<file path="config.mk">
export PLATFORM = sky130hd
export DESIGN_NAME = fetch_sequencer
export DESIGN_NICKNAME = d
export VERILOG_FILES = /design/src/rtl/fetch_sequencer.sv
export SDC_FILE = /design/constraint.sdc
export NUM_CORES = 1
export LEC_CHECK = 0
export ABC_AREA = 1
export CORE_MARGIN = 3
export CORE_UTILIZATION = 30
export DETAILED_ROUTE_END_ITERATION = 10
export PLACE_DENSITY = 0.63
export SLEW_MARGIN = 20
export SYNTH_ARGS = -nofsm -noshare
export SYNTH_HDL_FRONTEND = slang
export SYNTH_SLANG_ARGS = --single-unit
</file>
<file path="constraint.sdc">
create_clock -name clk -period 2.3 [get_ports clk]
set_clock_uncertainty 0.05 [all_clocks]
set_input_delay 0.46 -clock clk [delete_from_list [all_inputs] [get_ports clk]]
set_output_delay 0.46 -clock clk [all_outputs]
set_load 0.01 [all_outputs]
</file>
<file path="src/rtl/fetch_sequencer.sv">
`default_nettype none
// ============================================================================
//  Module   : fetch_sequencer
//  Purpose  : Fetches program words, hands them to a CPU and paces execution.
//  Revision : 1.0
// ============================================================================
module fetch_sequencer #(
    parameter int          ADDR_W    = 8,
    parameter logic [15:0] HALT_WORD = 16'hE000,
    parameter int          TIMEOUT   = 255
) (
    input  logic              clk,
    input  logic              reset,
    input  logic              start,
    output logic [ADDR_W-1:0] mem_addr,
    input  logic [15:0]       mem_rdata,
    output logic [15:0]       cpu_in,
    output logic              cpu_load,
    output logic              cpu_s,
    input  logic              cpu_w,
    output logic              busy,
    output logic              halted,
    output logic              error,
    output logic [15:0]       instr_count
);

    localparam int c_cyc_w = (TIMEOUT < 2) ? 1 : $clog2(TIMEOUT + 1);

    // Last EXEC cycle index before the timeout; leaving on this edge means
    // exactly TIMEOUT cycles were spent in EXEC.
    localparam logic [c_cyc_w-1:0] c_tmo_last = c_cyc_w'(TIMEOUT - 1);

    localparam logic [2:0] c_st_idle  = 3'd0;
    localparam logic [2:0] c_st_fetch = 3'd1;
    localparam logic [2:0] c_st_latch = 3'd2;
    localparam logic [2:0] c_st_issue = 3'd3;
    localparam logic [2:0] c_st_exec  = 3'd4;
    localparam logic [2:0] c_st_halt  = 3'd5;
    localparam logic [2:0] c_st_error = 3'd6;

    logic [2:0]         r_state;
    logic [ADDR_W-1:0]  r_pc;
    logic [15:0]        r_count;
    logic [c_cyc_w-1:0] r_cyc;
    logic               r_seen_low;
    logic [15:0]        r_cpu_in;

    logic w_is_halt;
    logic w_done;
    logic w_timeout;
    logic w_idle_like;

    assign w_is_halt   = (mem_rdata == HALT_WORD);
    assign w_timeout   = (r_cyc == c_tmo_last);
    assign w_idle_like = (r_state == c_st_idle) || (r_state == c_st_halt) ||
                         (r_state == c_st_error);

    // A high cpu_w completes once a low has been seen; a CPU that never drops
    // cpu_w counts as finished on the second EXEC cycle (r_cyc == 1 implies
    // the first cycle was high whenever r_seen_low is still clear).
    assign w_done = cpu_w && (r_seen_low || (r_cyc == c_cyc_w'(1)));

    always_ff @(posedge clk) begin
        if (!reset) begin
            r_state    <= c_st_idle;
            r_pc       <= '0;
            r_count    <= '0;
            r_cyc      <= '0;
            r_seen_low <= 1'b0;
            r_cpu_in   <= '0;
        end else begin
            case (r_state)
                c_st_idle, c_st_halt, c_st_error: begin
                    if (start) begin
                        r_pc    <= '0;
                        r_count <= '0;
                        r_state <= c_st_fetch;
                    end
                end
                c_st_fetch: begin
                    r_state <= c_st_latch;
                end
                c_st_latch: begin
                    if (w_is_halt) begin
                        r_state <= c_st_halt;
                    end else begin
                        r_cpu_in <= mem_rdata;
                        r_state  <= c_st_issue;
                    end
                end
                c_st_issue: begin
                    r_cyc      <= '0;
                    r_seen_low <= 1'b0;
                    r_state    <= c_st_exec;
                end
                c_st_exec: begin
                    r_cyc <= r_cyc + c_cyc_w'(1);
                    if (!cpu_w) begin
                        r_seen_low <= 1'b1;
                    end
                    if (w_done) begin
                        r_pc    <= r_pc + ADDR_W'(1);
                        if (r_count != 16'hFFFF) begin
                            r_count <= r_count + 16'd1;
                        end
                        r_state <= c_st_fetch;
                    end else if (w_timeout) begin
                        r_state <= c_st_error;
                    end
                end
                default: begin
                    r_state <= c_st_idle;
                end
            endcase
        end
    end

    // The word is forwarded combinationally while latching so the CPU loads
    // it in the same cycle; afterwards the captured copy is held.
    assign cpu_load    = (r_state == c_st_latch) && !w_is_halt;
    assign cpu_in      = cpu_load ? mem_rdata : r_cpu_in;
    assign cpu_s       = (r_state == c_st_issue);
    assign mem_addr    = r_pc;
    assign busy        = !w_idle_like;
    assign halted      = (r_state == c_st_halt);
    assign error       = (r_state == c_st_error);
    assign instr_count = r_count;

endmodule
`default_nettype wire

</file>
==> impl_metrics.json <==
{
  "reg2reg_to": "r_cpu_in[3]$_SDFFE_PN0N_",
  "crit_path_end": "r_state[2]$_SDFFE_PN0P_",
  "netlist_instances": 483,
  "drt_wl_total_mm": 8.072,
  "reg2regPathDepth": 16,
  "stdcell_count": 723,
  "port_buffers": 64,
  "path_delay_family": "buffers and inverters",
  "rows": 35,
  "drive_gt1_share_pct": 18.86,
  "mostFrequentLayoutCells": "nand2_1, inv_1, nor2_1",
  "max_stage_delay_ps": 210,
  "endpoint_kind": "register",
  "place_area_mm2": 0.003965,
  "period_needed_ps": 2275,
  "drtPass1Iterations": 4,
  "initial_core_util_pct": 31.64,
  "grt_usage_pct": 14.79,
  "drcViolationCount": 0,
  "hold_path_class": "input port to register",
  "r2r_slack_ps": 100,
  "num_antenna_cells": 0,
  "maxCapViolCount": 0,
  "dr_total_vias": 3274,
  "post_synth.cell_area_avg_um2": 6.196,
  "crit_chain": "clkdlybuf4s15_1 -> nand4_1 -> nor2_2 -> nand2_2 -> buf_6 -> buf_4 -> buf_4 -> buf_4 -> buf_4 -> buf_4 -> buf_4 -> buf_4 -> buf_4 -> buf_4 -> nor2_4 -> nor3_2 -> a21oi_1",
  "overflow": 0,
  "worst-path-max-fanout": 2,
  "cp.arrival_ps": 2460,
  "cts_tree": "yes",
  "clkTransAtPathRegs_ps": 100,
  "netlist-cell-type-count": 29,
  "grt_pass1_vias": 3122,
  "num_io_pins": 65,
  "ctsHoldBuffers": 0,
  "postRouteAntennaNets": 0,
  "dpl.hpwl_mm": 5.651,
  "rsz0062_at_grt": "true",
  "cp.depth": 17,
  "r2r-start": "r_state[2]$_SDFFE_PN0P_",
  "die-height_um": 105.9,
  "ys_ff_latch": 52,
  "antenna_found_initial": 0,
  "critPathBufInv": 11,
  "placed_cells": 694,
  "grt_pass1_wl_mm": 14.05,
  "clock_latency_ps": 310,
  "final_common_cell": "nand2_1",
  "clock_path_buffers": 2,
  "pwr_density_cell_mw_per_mm2": 973.7,
  "viasPerCell": 4.528,
  "cp-startpoint": "mem_rdata[15]",
  "avgRoutedWirePerCell_um": 11.16,
  "relSlewSlack_pct": 65.15,
  "finalNetCount": 618,
  "dr.first_iter.drc_count": 149,
  "post-route-period-util_pct": 98.91,
  "final_cell_area_mm2": 0.004255,
  "max_freq_mhz": 439.6,
  "syn2layout_area_growth_pct": 42.18,
  "gp_congestion": 0.8575,
  "syn_nets": 508,
  "p_leak_uw": 0.001958,
  "fin_util_pct": 44.99,
  "crit_slowest_cell": "clkdlybuf4s15_1",
  "critPathRequiredTime_ps": 2490,
  "cts-buffers-inserted": 5,
  "start_kind": "input port",
  "die-area_mm2": 0.01121,
  "grt_max_degree": 40,
  "hold_violations": 0,
  "criticalPathCategory": "input port to register",
  "synth_sequential_area_ratio_pct": 34.78,
  "htree_levels": 2,
  "crit_top_cell": "buf_4",
  "die_x_um": 105.9,
  "clock-root-buffer": "clkbuf_8",
  "syn_area_mm2": 0.002993,
  "coreArea_mm2": 0.009459,
  "vdd_ir_drop_max_uv": 552.2,
  "status": "complete, no violations",
  "synth_warnings": 0,
  "slew_violations": 0,
  "clock_sinks": 52,
  "worstMarginPinSlew_ps": 520.8,
  "setup_viol": 0,
  "holdWs_ps": 387.3,
  "final.setup.tns_ps": 0
}
## state kept, by name, indices dropped and copies added, names as in the netlist
| name | flops |
|---|---|
| r_seen_low | 1 |
| instr_count | 16 |
| r_state | 3 |
| r_cpu_in | 16 |
| mem_addr | 8 |
| r_cyc | 8 |
## cells by family after synthesis
| group | synth area share (%) |
|---|---|
| XOR/XNOR | 0.8781 |
| AO/OA/AOI/OAI | 10.24 |
| adder cells (fa/ha/maj) | 2.090 |
| buffers and inverters | 13.29 |
| AND/OR/NAND/NOR | 38.71 |
| flip-flops | 34.78 |
## power breakdown
| group | total (uW) | internal [uW] | switching [uW] |
|---|---|---|---|
| Clock | 557 | 246 | 311 |
| Sequential | 1110 | 1030 | 77.9 |
| Combinational | 2480 | 1100 | 1380 |
## per-layer routing
| layer | up-vias | track usage, % | share of wire (%) |
|---|---|---|---|
| met2 | 94 | 25.64 | 47 |
| met3 | 6 | 3.858 | 7.3 |
| met5 | - | 0 | 0 |
| met4 | 0 | 3.608 | 0.66 |
| met1 | 1451 | 18.25 | 45 |
| li1 | 1723 | - | - |
## metrics by stage
stage	worst slack, ps	power (uW)
final	25.17	4143
after global routing	-87.48	4517
after CTS	5.771	4146
after detailed placement	-535.7	3426
after global placement	-505.6	3414
after floorplan	408.6	2455
## worst register-to-register path, stage by stage (launching register included)
cell and delay (ps):
dfxtp_1 360, inv_2 100, nand3_2 120, inv_1 100, nand2_2 110, buf_6 160
buf_6 110, nand2_1 50, o21ai_1 70, buf_4 130, buf_4 120, buf_4 120
buf_4 120, buf_4 120, buf_4 120, buf_4 110, nor2_1 70
## area by class of cell
cell class / count / area [um^2]
fillers: 1005 / 5204
multi-input cells: 333 / 1615
flip-flops and latches: 52 / 1041
repair buffers: 117 / 1028
inverters: 84 / 315.3
well taps: 129 / 161.4
clock buffers: 7 / 86.33
clock inverters: 1 / 7.507
## Yosys cell counts
cell type | number | area (um^2)
xor2_1 | 3 | 26.28
buf_4 | 1 | 7.510
dfxtp_1 | 52 | 1041
nand3_1 | 46 | 230.2
o22ai_1 | 3 | 18.77
nor2_8 | 1 | 20.02
a21oi_1 | 25 | 125.1
nand2_1 | 121 | 454.2
nor2_2 | 3 | 18.77
nand4_2 | 1 | 12.51
buf_2 | 3 | 15.01
ha_1 | 5 | 62.56
nor3_1 | 5 | 25.02
inv_1 | 83 | 311.6
o21ai_0 | 21 | 105.1
nand2_2 | 4 | 25.02
o21a_1 | 1 | 7.510
nand4_1 | 4 | 25.02
inv_2 | 1 | 3.750
buf_6 | 3 | 33.78
clkbuf_1 | 7 | 26.28
nand2_4 | 1 | 11.26
or2_2 | 2 | 12.51
o21ai_1 | 1 | 5.000
a211oi_1 | 2 | 15.01
nor2_1 | 75 | 281.5
nand3_2 | 2 | 20.02
nor3b_1 | 3 | 22.52
o21bai_1 | 4 | 30.03
## how the worst min path moves through the flow
stage / startpoint / endpoint / slack (ps) / cells after the start
2_1_floorplan: r_cyc[4]$_SDFFE_PN0P_ / r_cyc[4]$_SDFFE_PN0P_ / 410 / 2
3_3_place_gp: r_cyc[4]$_SDFFE_PN0P_ / r_cyc[4]$_SDFFE_PN0P_ / 410 / 2
3_5_place_dp: r_cyc[4]$_SDFFE_PN0P_ / r_cyc[4]$_SDFFE_PN0P_ / 430 / 2
4_1_cts: r_cyc[4]$_SDFFE_PN0P_ / r_cyc[4]$_SDFFE_PN0P_ / 440 / 2
5_1_grt: mem_rdata[1] / r_cpu_in[1]$_SDFFE_PN0N_ / 380 / 3
6_report: mem_rdata[1] / r_cpu_in[1]$_SDFFE_PN0N_ / 390 / 3
## repair_timing
| action | 4_1_cts | 5_1_grt |
|---|---|---|
| setup buffers | 18 | 0 |
| pin swaps | 12 | 14 |
| gates cloned | 3 | 0 |
| gates resized for setup | 102 | 27 |
| setup endpoints to repair | 17 | 20 |
No activity file was read; power rests on OpenSTA's default activity.
